===== src/rtl/div_pkg.sv =====
// div_pkg: shared state encoding, operand widths and output-enable constant for the sequential divider.
package div_pkg;
    typedef enum logic [1:0] {IDLE, RUN, DONE} state_t;
    localparam int DVD_W = 8;
    localparam int DVR_W = 4;
    localparam logic [7:0] UIO_OE = 8'b1100_0000;
endpackage


===== src/rtl/div_step.sv =====
// div_step: one combinational restoring-division step over a 5-bit partial remainder.
module div_step
    import div_pkg::*;
(
    input  logic [DVR_W:0]   rem,
    input  logic [DVR_W-1:0] divisor,
    input  logic             din,
    output logic [DVR_W:0]   next_rem,
    output logic             q
);
    logic [DVR_W:0] sh;
    logic unused;
    // The incoming remainder is always below the divisor, so its top bit is never set.
    assign unused   = rem[DVR_W];
    assign sh       = {rem[DVR_W-1:0], din};
    assign q        = sh >= {1'b0, divisor};
    assign next_rem = q ? sh - {1'b0, divisor} : sh;
endmodule


===== src/rtl/seq_array_divider.sv =====
// seq_array_divider: 8-by-4 unsigned restoring divider, one quotient bit per cycle, start on rising edge.
// Optional DIV_FAST_ZERO_EN: divide-by-zero completes in a single cycle instead of running all steps.
module seq_array_divider
    import div_pkg::*;
#(
    parameter int ITER = DVD_W
) (
    input  logic       clk,
    input  logic       rst,
    input  logic       ena,
    input  logic [7:0] ui_in,
    input  logic [7:0] uio_in,
    output logic [7:0] uo_out,
    output logic [7:0] uio_out,
    output logic [7:0] uio_oe
);
    localparam int CW = $clog2(ITER);

    state_t           state;
    logic [CW-1:0]    cnt, idx;
    logic [DVD_W-1:0] dvd, quo, q_res, r_res, quo_nx;
    logic [DVR_W-1:0] dvr;
    logic [DVR_W:0]   rem, nrem;
    logic             qb, start_q, armed, go, unused;

    assign unused = &{1'b0, uio_in[7:6]};
    // armed blocks a start level that was already high when reset released
    assign go     = uio_in[4] & ~start_q & armed;
    assign idx    = CW'(ITER - 1) - cnt;
    assign quo_nx = {quo[DVD_W-2:0], qb};

    div_step u_step (
        .rem      (rem),
        .divisor  (dvr),
        .din      (dvd[idx]),
        .next_rem (nrem),
        .q        (qb)
    );

    always_ff @(posedge clk or posedge rst) begin
        if (rst) begin
            state   <= IDLE;
            cnt     <= '0;
            dvd     <= '0;
            dvr     <= '0;
            rem     <= '0;
            quo     <= '0;
            q_res   <= '0;
            r_res   <= '0;
            start_q <= 1'b0;
            armed   <= 1'b0;
        end else if (ena) begin
            start_q <= uio_in[4];
            if (!uio_in[4]) armed <= 1'b1;
            case (state)
                IDLE, DONE: if (go) begin
                    dvd   <= ui_in;
                    dvr   <= uio_in[DVR_W-1:0];
                    rem   <= '0;
                    quo   <= '0;
                    cnt   <= '0;
                    state <= RUN;
`ifdef DIV_FAST_ZERO_EN
                    if (uio_in[DVR_W-1:0] == '0) begin
                        q_res <= '1;
                        r_res <= ui_in;
                        state <= DONE;
                    end
`endif
                end
                RUN: begin
                    rem <= nrem;
                    quo <= quo_nx;
                    cnt <= cnt + 1'b1;
                    if (cnt == CW'(ITER - 1)) begin
                        state <= DONE;
                        q_res <= quo_nx;
                        // divide-by-zero leaves the truncated shift register in rem, so report the dividend
                        r_res <= (dvr == '0) ? dvd : {{(DVD_W-DVR_W-1){1'b0}}, nrem};
                    end
                end
                default: state <= IDLE;
            endcase
        end
    end

    assign uo_out  = uio_in[5] ? r_res : q_res;
    assign uio_out = {state == DONE, state == RUN, 6'b0};
    assign uio_oe  = UIO_OE;
endmodule


===== config.mk =====
export PLATFORM = sky130hd
export DESIGN_NAME = seq_array_divider
export DESIGN_NICKNAME = d
export VERILOG_FILES = /design/src/rtl/div_pkg.sv /design/src/rtl/div_step.sv /design/src/rtl/seq_array_divider.sv
export SDC_FILE = /design/constraint.sdc
export NUM_CORES = 1
export LEC_CHECK = 0
export CAP_MARGIN = 10
export CORE_MARGIN = 4
export CORE_UTILIZATION = 45
export DETAILED_ROUTE_END_ITERATION = 10
export HOLD_SLACK_MARGIN = 0.05
export PLACE_DENSITY = 0.7
export SYNTH_ARGS = -nofsm -noshare
export SYNTH_HDL_FRONTEND = slang
export SYNTH_SLANG_ARGS = --single-unit

===== constraint.sdc =====
create_clock -name clk -period 3.8 [get_ports clk]
set_clock_uncertainty 0.15 [all_clocks]
set_input_delay 0.76 -clock clk [delete_from_list [all_inputs] [get_ports clk]]
set_output_delay 0.76 -clock clk [all_outputs]
set_load 0.02 [all_outputs]

After elaboration in Yosys (flattened, before gate mapping)
Index checks and enable logic that the tools add are counted.
{ "word_totals": {"input_bits": 19, "latchBits": 0, "n_memories": 0, "ram_bits": 0, "regBits": 46, "output_inout_bits": 24, "rom_bits": 0, "elab_cells": 47} }
{ "classes": {"addsub": 3, "eq_ne": 5, "mux": 14, "mul": 0, "shift": 0, "bitwise_logic": 4, "n_reduce_logical": 9, "order_cmp": 2, "n_div": 0} }
{ "ops": {"columns": ["op", "n"], "rows": [
  ["$mux W8", 2],
  ["$pmux W7 S2", 1],
  ["$reduce_and A3 Y1", 4],
  ["$pmux W4 S2", 1],
  ["$mux W7", 1],
  ["$pmux W3 S2", 1],
  ["$ge A5 B4 Y1", 1],
  ["$mux W5", 1],
  ["$sub A5 B4 Y5", 1],
  ["$logic_not A4 Y1", 1],
  ["$lt A3 B4 Y1 const B", 1],
  ["$mux W2", 2],
  ["$mux W4", 1],
  ["$pmux W2 S2", 1],
  ["$add A3 B1 Y3 const B", 1],
  ["$bmux W1 S3", 1],
  ["$eq A3 B3 Y1 const B", 1],
  ["$mux W3", 1],
  ["$sub A3 B3 Y3 const A", 1],
  ["$and A1 B1 Y1", 2],
  ["$eq A2 B1 Y1 const B", 1],
  ["$eq A2 B2 Y1 const B", 1],
  ["$logic_not A2 Y1", 1],
  ["$ne A2 B1 Y1 const B", 1],
  ["other kinds (6)", 7]
]} }

Logic depth before layout (Yosys ltp)
Gate-level depths: netlist of run 1.
{ "logic_depth": {"word_depth": 6, "ltp_mapped": 10, "mapped_depth_nobuf": 10} }

By module
A second synthesis of run 1 with hierarchy kept.
{ "unflattened": {"cells_unflattened": 194, "hier_area_um2": 2477.4} }
{ "by_module_without_submodules": {"columns": ["mod", "seq_area_each_um2", "area_each_um2", "instances", "cells_each"], "rows": [
  ["seq_array_divider", 1176.1, 2229.6, 1, 159],
  ["div_step", 0.0, 247.7, 1, 35]
]} }

Worst setup path before layout of run 1
No wires, ideal clock.
{ "synth_timing": {"path_type": "reg2reg", "from": "register cnt[0]", "to": "register r_res[1]", "stages_incl_launch_ff": 10, "required_ns": 3.563, "setup_slack_ns": 1.096, "path_buffers": 0, "t_arrival_ns": 2.467, "synth_period_minus_slack_ns": 2.704, "setup_ns": 0.087, "path_cell_list": "dfrtp_1 mux4_2 mux2_2 inv_1 ha_1 nor2b_1 o31ai_1 and2b_1 mux2_1 o211ai_1"} }
{ "synth_via": {"elab_chain_cells": 6, "word_cells_on_any_way": 9, "cone_classes": "add/sub: 2; order compare: 1; eq/ne: 1; mux: 4; reduce/logical: 1"} }
{ "synth_rtl": {"columns": ["element", "line", "source"], "rows": [
  ["from (decl)", "seq_array_divider.sv:20", "logic [CW-1:0] cnt, idx;"],
  ["from (signal assigned)", "seq_array_divider.sv:74", "cnt <= cnt + 1'b1;"],
  ["$sub A3 B3 Y3", "seq_array_divider.sv:29", "assign idx = CW'(ITER - 1) - cnt;"],
  ["$bmux W1 S3", "seq_array_divider.sv:35", ".din (dvd[idx]),"],
  ["$mux W1 (not written as such)", "seq_array_divider.sv:35", null],
  ["$sub A5 B4 Y5 / $ge A5 B4 Y1 (equally long branches)", "div_step.sv:17, div_step.sv:16", null],
  ["$mux W5", "div_step.sv:17", "assign next_rem = q ? sh - {1'b0, divisor} : sh;"],
  ["$mux W8", "seq_array_divider.sv:79", "r_res <= (dvr == '0) ? dvd : {{(DVD_W-DVR_W-1){1'b0}}, nrem};"],
  ["to (signal assigned)", "seq_array_divider.sv:79", null],
  ["to (decl)", "seq_array_divider.sv:21", "logic [DVD_W-1:0] dvd, quo, q_res, r_res, quo_nx;"]
]} }
Several ways; a longest one is shown, not always the timed one. The select of a mux whose other input is x is not followed.
A chain may end at the register's enable or synchronous reset.

Final worst setup path of run 1
{ "layout_timing": {"from": "input uio_in[5]", "to": "output uo_out[1]"} }
{ "layout_via": {"elab_chain_cells": 1} }
{ "layout_rtl": {"columns": ["element", "line", "source"], "rows": [
  ["from (decl)", "seq_array_divider.sv:12", "input logic [7:0] uio_in,"],
  ["$mux W8", "seq_array_divider.sv:87", "assign uo_out = uio_in[5] ? r_res : q_res;"],
  ["to (decl)", "seq_array_divider.sv:13", "output logic [7:0] uo_out,"]
]} }
No other way between the ends.

==> flow_summary.json, run 1 <==
{
  "cap_viol_max_count": 0,
  "finalPower_mw": 2.02,
  "placer_congestion_estimate": 0.779,
  "groute.usage.overall_pct": 14.7,
  "power.share.combinational_pct": 44.3,
  "cts.reportedPaths.clkPinSlew_ns": 0.08,
  "synthesized_netlist_cell_count": 217,
  "timing_max_transition_violations_final": 0,
  "num_vias": 1559,
  "antenna-diode-count": 0,
  "synth_area_mm2": 0.00233,
  "critical_path_arrival_ns": 2.38,
  "placedCellCount": 301,
  "cts_buffers": 5,
  "drt_iter0_drc": 108,
  "detail_route.first_pass.iterations": 4,
  "timing.final.ws_setup_ns": 0.507,
  "total_global_routing_overflow": 0,
  "cts_tree": "yes",
  "netSwitchingPower_uw": 772,
  "flow.area_growth_from_synthesis_pct": 14.0,
  "finish.cell_count_without_fillers": 309,
  "fin_hold_ws_ns": 0.302,
  "total_placed_instance_area_mm2": 0.00257,
  "insertion_delay_ns": 0.30,
  "cts_post_setup_buffers_inserted": 0,
  "fill_cell_total_of_the_finished_layout": 478,
  "via_per_inst": 5.05,
  "holdBufCountCts": 0,
  "h-tree-depth": 2,
  "p_int_mw": 1.25,
  "post_route_cells_drive_above_1_share_pct": 13.2,
  "ctsRootBufferMaster": "sky130_fd_sc_hd__clkbuf_8",
  "die_width_um": 80.0,
  "die_height_um": 80.0,
  "hold_crit_class": "reg -> reg",
  "drc": 0,
  "critPathRequiredTime_ns": 2.89,
  "dpl_worst_slack_ns": 0.494,
  "final-seq-area_mm2": 0.00115,
  "grt_first_pass_wirelength_um": 7260,
  "post_cts_resized": 0,
  "routedWlPerCell_um": 13.5,
  "r2r_start": "cnt[0]",
  "postRouteWirelength_um": 4160,
  "nets_final": 267,
  "number_of_setup_violations_in_the_final_report": 0,
  "clock_sink_count": 46,
  "grt_setup_unrepaired": "no",
  "finalCriticalPeriod_ns": 3.29,
  "floorplan.die_area_mm2": 0.00640,
  "postLayoutCellArea_mm2": 0.00266,
  "grt_max_degree": 25,
  "ys_types": 38,
  "worst_setup_ep_type": "primary output",
  "initial_utilization_pct": 47.8,
  "tns_ns": 0,
  "power.density_mw_per_mm2": 759,
  "multiInputGateArea_mm2": 0.00103,
  "rows": 25,
  "p_leak_nw": 1.24,
  "worst-r2r-cell-count": 9,
  "max-vdd-ir-drop_mv": 0.380,
  "timing.fmax_ghz": 0.304,
  "ff_latch_count_synth": 46,
  "port_buffers": 26,
  "final_worst_path_cycle_share_pct": 86.7,
  "antenna_violating_nets_post_route": 0,
  "postLayoutCoreUtil_pct": 54.5,
  "vias_in_the_first_global_route": 1463,
  "power.share.switching_pct": 38.3,
  "crit-reg2reg-capture": "r_res[1]",
  "final_hold_viol_count": 0,
  "power_share_of_the_sequential_group_pct": 41.0,
  "worst_case_clock_buffer_depth": 2,
  "maxSlewHeadroom_pct": 35.1,
  "io-pin-count": 43,
  "tightestPinTransition_ns": 0.965,
  "p_clk_share_pct": 14.7,
  "antenna_found_initial": 0,
  "minimum_setup_slack_among_reg_to_reg_paths_ns": 0.78,
  "hold_path_end": "armed",
  "min-delay-start": "armed",
  "min_delay_path_depth": 1,
  "synth-seq-area-share_pct": 49.4,
  "outcome": "complete, no violations",
  "syn_area_per_cell_um2": 10.7,
  "setup.worst_path.class": "in -> out",
  "crit_fanout": 8,
  "core_area_mm2": 0.00488,
  "timing.critical_path.from_type": "input pin",
  "dp_hpwl_um": 3110,
  "yosysWarningCount": 0
}
## flip-flops by register name, indices dropped and copies added, names as in the netlist
| name | cells |
|---|---|
| rem | 4 |
| start_q | 1 |
| q_res | 8 |
| state | 2 |
| cnt | 3 |
| dvr | 4 |
| quo | 7 |
| armed | 1 |
| dvd | 8 |
| r_res | 8 |
## power groups by stage
stage               Sequential, mW  Clock, mW  Combinational [mW]
floorplan                    0.788          0               0.704
global placement             0.830          0               0.876
detailed placement           0.837          0               0.901
global route                 0.861      0.323                1.01
finish                       0.827      0.296               0.894
CTS                          0.828      0.304               0.903
## cell type report
cell class              count  area share [%]
flip-flops and latches     46            43.3
clock inverters             3           0.800
clock buffers               5            2.59
multi-input cells         152            38.7
inverters                   8            1.13
well taps                  67            3.15
repair buffers             28            10.4
## cell families after synthesis
family	synth area share, %
compound gates	11.2
xor+xnor	0.376
fa+ha+maj	4.08
buf+inv	8.48
flops	49.4
mux	12.0
other cells	0.322
simple gates	14.1
## worst max-delay path by stage
stage | from | cells past startpoint | endpoint
final | uio_in[5] | 3 | uo_out[1]
after global routing | uio_in[5] | 3 | uo_out[1]
after CTS | uio_in[5] | 3 | uo_out[1]
after detailed placement | uio_in[5] | 3 | uo_out[1]
after global placement | uio_in[5] | 3 | uo_out[5]
after floorplan | cnt[0] | 9 | r_res[1]
## critical path, cell delays in order
cell and delay, ns:
sky130_fd_sc_hd__clkdlybuf4s50_1 0.69, sky130_fd_sc_hd__mux2_2 0.38, sky130_fd_sc_hd__clkdlybuf4s50_1 0.55
## metal layers
metal | global-route usage (%) | vias to the layer above | share of wire, %
met5 | 0 | - | 0
met4 | 4.56 | 0 | 1.2
met3 | 4.40 | 7 | 6.0
met2 | 21.0 | 36 | 45
met1 | 21.2 | 746 | 48
li1 | - | 770 | -
## cell usage in the layout (no fill, tap or decap), types with 2 or more instances in the layout
cell type and count:
sky130_fd_sc_hd__a21oi_1 5, sky130_fd_sc_hd__a22o_1 9, sky130_fd_sc_hd__o21ai_1 2, sky130_fd_sc_hd__conb_1 14
sky130_fd_sc_hd__and2_1 2, sky130_fd_sc_hd__nand2_1 43, sky130_fd_sc_hd__clkdlybuf4s50_1 26, sky130_fd_sc_hd__dfrtp_1 46
sky130_fd_sc_hd__ha_1 6, sky130_fd_sc_hd__mux4_2 2, sky130_fd_sc_hd__o21a_1 2, sky130_fd_sc_hd__o211ai_1 5
sky130_fd_sc_hd__and2b_1 3, sky130_fd_sc_hd__buf_4 2, sky130_fd_sc_hd__nor2_1 3, sky130_fd_sc_hd__o31ai_1 2
sky130_fd_sc_hd__mux2_1 4, sky130_fd_sc_hd__mux2_2 16, sky130_fd_sc_hd__inv_1 7, sky130_fd_sc_hd__nand3_1 7
sky130_fd_sc_hd__a21o_1 2, sky130_fd_sc_hd__o21ai_0 11, sky130_fd_sc_hd__clkbuf_8 5
## synthesized netlist by cell type
| cell type | instances | area [um^2] |
|---|---|---|
| sky130_fd_sc_hd__dfrtp_1 | 46 | 1150 |
| sky130_fd_sc_hd__nand2_1 | 43 | 161 |
| sky130_fd_sc_hd__mux2_2 | 16 | 180 |
| sky130_fd_sc_hd__buf_4 | 15 | 113 |
| sky130_fd_sc_hd__o21ai_0 | 11 | 55.1 |
| sky130_fd_sc_hd__a22o_1 | 9 | 78.8 |
| sky130_fd_sc_hd__inv_1 | 8 | 30.0 |
| sky130_fd_sc_hd__nand3_1 | 7 | 35.0 |
| sky130_fd_sc_hd__ha_1 | 6 | 75.1 |
| sky130_fd_sc_hd__a21oi_1 | 5 | 25.0 |
| sky130_fd_sc_hd__o211ai_1 | 5 | 37.5 |
| sky130_fd_sc_hd__mux2_1 | 4 | 45.0 |
| sky130_fd_sc_hd__and2b_1 | 3 | 22.5 |
| sky130_fd_sc_hd__buf_6 | 3 | 33.8 |
| sky130_fd_sc_hd__clkbuf_1 | 3 | 11.3 |
| sky130_fd_sc_hd__nor2_1 | 3 | 11.3 |
| sky130_fd_sc_hd__a21o_1 | 2 | 15.0 |
| sky130_fd_sc_hd__and2_1 | 2 | 12.5 |
| sky130_fd_sc_hd__buf_2 | 2 | 10.0 |
| sky130_fd_sc_hd__conb_1 | 2 | 7.51 |
| sky130_fd_sc_hd__mux4_2 | 2 | 45.0 |
| sky130_fd_sc_hd__o21a_1 | 2 | 15.0 |
| sky130_fd_sc_hd__o21ai_1 | 2 | 10.0 |
| sky130_fd_sc_hd__o31ai_1 | 2 | 15.0 |
| sky130_fd_sc_hd__a32o_1 | 1 | 10.0 |
| sky130_fd_sc_hd__and3_1 | 1 | 6.26 |
| sky130_fd_sc_hd__and3b_1 | 1 | 8.76 |
| sky130_fd_sc_hd__fa_1 | 1 | 20.0 |
| sky130_fd_sc_hd__mux2i_1 | 1 | 10.0 |
| sky130_fd_sc_hd__nand2b_1 | 1 | 6.26 |
| sky130_fd_sc_hd__nand2b_2 | 1 | 8.76 |
| sky130_fd_sc_hd__nand3_2 | 1 | 10.0 |
| sky130_fd_sc_hd__nand4_1 | 1 | 6.26 |
| sky130_fd_sc_hd__nor2b_1 | 1 | 6.26 |
| sky130_fd_sc_hd__nor2b_4 | 1 | 13.8 |
| sky130_fd_sc_hd__nor4_2 | 1 | 12.5 |
| sky130_fd_sc_hd__or4_1 | 1 | 7.51 |
| sky130_fd_sc_hd__xnor2_1 | 1 | 8.76 |
Power figures use the tool's default switching activity.
==> run 2: changes to the inputs <==
- CORE_UTILIZATION: 45 -> 52
- MAX_ROUTING_LAYER: unset -> met4
- PLACE_DENSITY: 0.7 -> 0.79
==> run 2 against run 1 <==
Register-to-register slack hardly changed. Critical path type unchanged. Highest routed layer unchanged. Flip-flop and latch count is the same. Sequential share of layout area is essentially flat. Largest cell class unchanged. Global-route usage up 2.1 points.
==> flow_summary.json, run 2 (same netlist as run 1, synthesis figures left out) <==
{
  "outcome": "complete, no violations",
  "timing.final.ws_setup_ns": 0.530,
  "cts_buffers": 5,
  "total_global_routing_overflow": 0,
  "insertion_delay_ns": 0.29,
  "antenna-diode-count": 0,
  "nets_final": 267,
  "use_met2_pct": 24.3,
  "ctsRootBufferMaster": "sky130_fd_sc_hd__clkbuf_8",
  "cts.reportedPaths.clkPinSlew_ns": 0.08,
  "postLayoutCellArea_mm2": 0.00266,
  "grt_first_pass_wirelength_um": 6940,
  "postRouteWirelength_um": 4030,
  "final_hold_viol_count": 0,
  "crit_fanout": 8,
  "via_per_inst": 5.36,
  "setup.worst_path.class": "in -> out",
  "core_area_mm2": 0.00435,
  "layout.cells.most_common_list": "sky130_fd_sc_hd__dfrtp_1, sky130_fd_sc_hd__nand2_1, sky130_fd_sc_hd__clkdlybuf4s50_1",
  "die_width_um": 75.0,
  "grt_use_met1_pct": 23.6,
  "post_cts_resized": 0,
  "p_leak_nw": 1.25,
  "tns_ns": 0,
  "timing.fmax_ghz": 0.306,
  "gr-usage-met3_pct": 4.41,
  "dpl_worst_slack_ns": 0.516,
  "cap_viol_max_count": 0,
  "r2r_start": "cnt[0]",
  "antenna_found_initial": 0,
  "worst_setup_ep_type": "primary output",
  "top_usage_layer": "met2",
  "tightestPinTransition_ns": 0.884,
  "detail_route.first_pass.iterations": 4,
  "hold_crit_class": "reg -> reg",
  "port_buffers": 26,
  "cts_tree": "yes",
  "cts_post_setup_buffers_inserted": 0,
  "rows": 24,
  "max-vdd-ir-drop_mv": 0.331,
  "flow.area_growth_from_synthesis_pct": 14.1,
  "final_worst_path_cycle_share_pct": 86.1,
  "min-delay-start": "armed",
  "timing.critical_path.from_type": "input pin",
  "initial_utilization_pct": 53.5,
  "power.density_mw_per_mm2": 777,
  "critical_path_start": "uio_in[5]",
  "floorplan.die_area_mm2": 0.00562,
  "postLayoutCoreUtil_pct": 61.1,
  "timing_max_transition_violations_final": 0,
  "grt_max_degree": 27,
  "routedWlPerCell_um": 13.7,
  "drt_iter0_drc": 115,
  "fill_cell_total_of_the_finished_layout": 362,
  "critPathRequiredTime_ns": 2.89,
  "maxSlewHeadroom_pct": 40.6,
  "total_placed_instance_area_mm2": 0.00255,
  "number_of_setup_violations_in_the_final_report": 0,
  "drc": 0,
  "dp_hpwl_um": 3010,
  "critical_path_arrival_ns": 2.36,
  "grt_setup_unrepaired": "no",
  "num_vias": 1577,
  "finalCriticalPeriod_ns": 3.27,
  "io-pin-count": 43,
  "worst_case_clock_buffer_depth": 2,
  "vias_in_the_first_global_route": 1485,
  "holdBufCountCts": 0,
  "clock_sink_count": 46,
  "groute.usage.overall_pct": 16.7,
  "antenna_violating_nets_post_route": 0,
  "finalPower_mw": 2.07,
  "placer_congestion_estimate": 0.731,
  "post_route_cells_drive_above_1_share_pct": 12.8,
  "most_common_library_cell_in_the_layout_ignoring_fill_and_taps": "sky130_fd_sc_hd__dfrtp_1",
  "die_height_um": 75.0,
  "h-tree-depth": 2,
  "top_regs": "dvd (8), q_res (8), r_res (8)"
}
-- run 2: cell types whose count changed in the layout (fill, tap and decap cells not counted) --
cell | before | now
sky130_fd_sc_hd__bufinv_16 | 0 | 1
sky130_fd_sc_hd__clkbuf_1 | 0 | 1
sky130_fd_sc_hd__clkinv_4 | 1 | 0
sky130_fd_sc_hd__clkinv_2 | 1 | 0
-- run 2: area by class of cell --
cell class / count / area, um^2 / area share [%]
clock buffers: 6 / 72.6 / 2.73
well taps: 52 / 65.1 / 2.45
multi-input cells: 152 / 1030 / 38.6
clock inverters: 2 / 37.5 / 1.41
repair buffers: 28 / 275 / 10.4
inverters: 8 / 30.0 / 1.13
flip-flops and latches: 46 / 1150 / 43.3
-- run 2: critical path, stage by stage --
cell and delay, ns:
sky130_fd_sc_hd__clkdlybuf4s50_1 0.68, sky130_fd_sc_hd__mux2_2 0.38, sky130_fd_sc_hd__clkdlybuf4s50_1 0.53
-- run 2: power by group --
group | switching [mW] | leakage [nW] | internal (mW)
clock | 0.153 | 0.0514 | 0.196
combinational | 0.445 | 0.610 | 0.439
sequential | 0.157 | 0.589 | 0.676
-- run 2: worst paths after layout --
| kind | to | slack (ns) | cells after the start |
|---|---|---|---|
| max in group asynchronous | r_res[1] | 2.14 | 3 |
| max | uo_out[1] | 0.53 | 3 |
| max reg2reg | r_res[1] | 0.79 | 9 |
| min reg2reg | armed | 0.30 | 1 |
| min in group asynchronous | state[1] | 0.65 | 2 |
| min | armed | 0.30 | 1 |
-- run 2: routing by layer --
layer	routed length, um	vias up
met4	51	0
met3	230	6
met2	1870	48
met5	0	-
li1	-	765
met1	1880	758
-- run 2: stage by stage --
stage,hold WS [ns],std cells
after global routing,0.351,294
after CTS,0.306,294
after global placement,0.281,286
after floorplan,0.271,229
after detailed placement,0.288,286
final,0.301,294
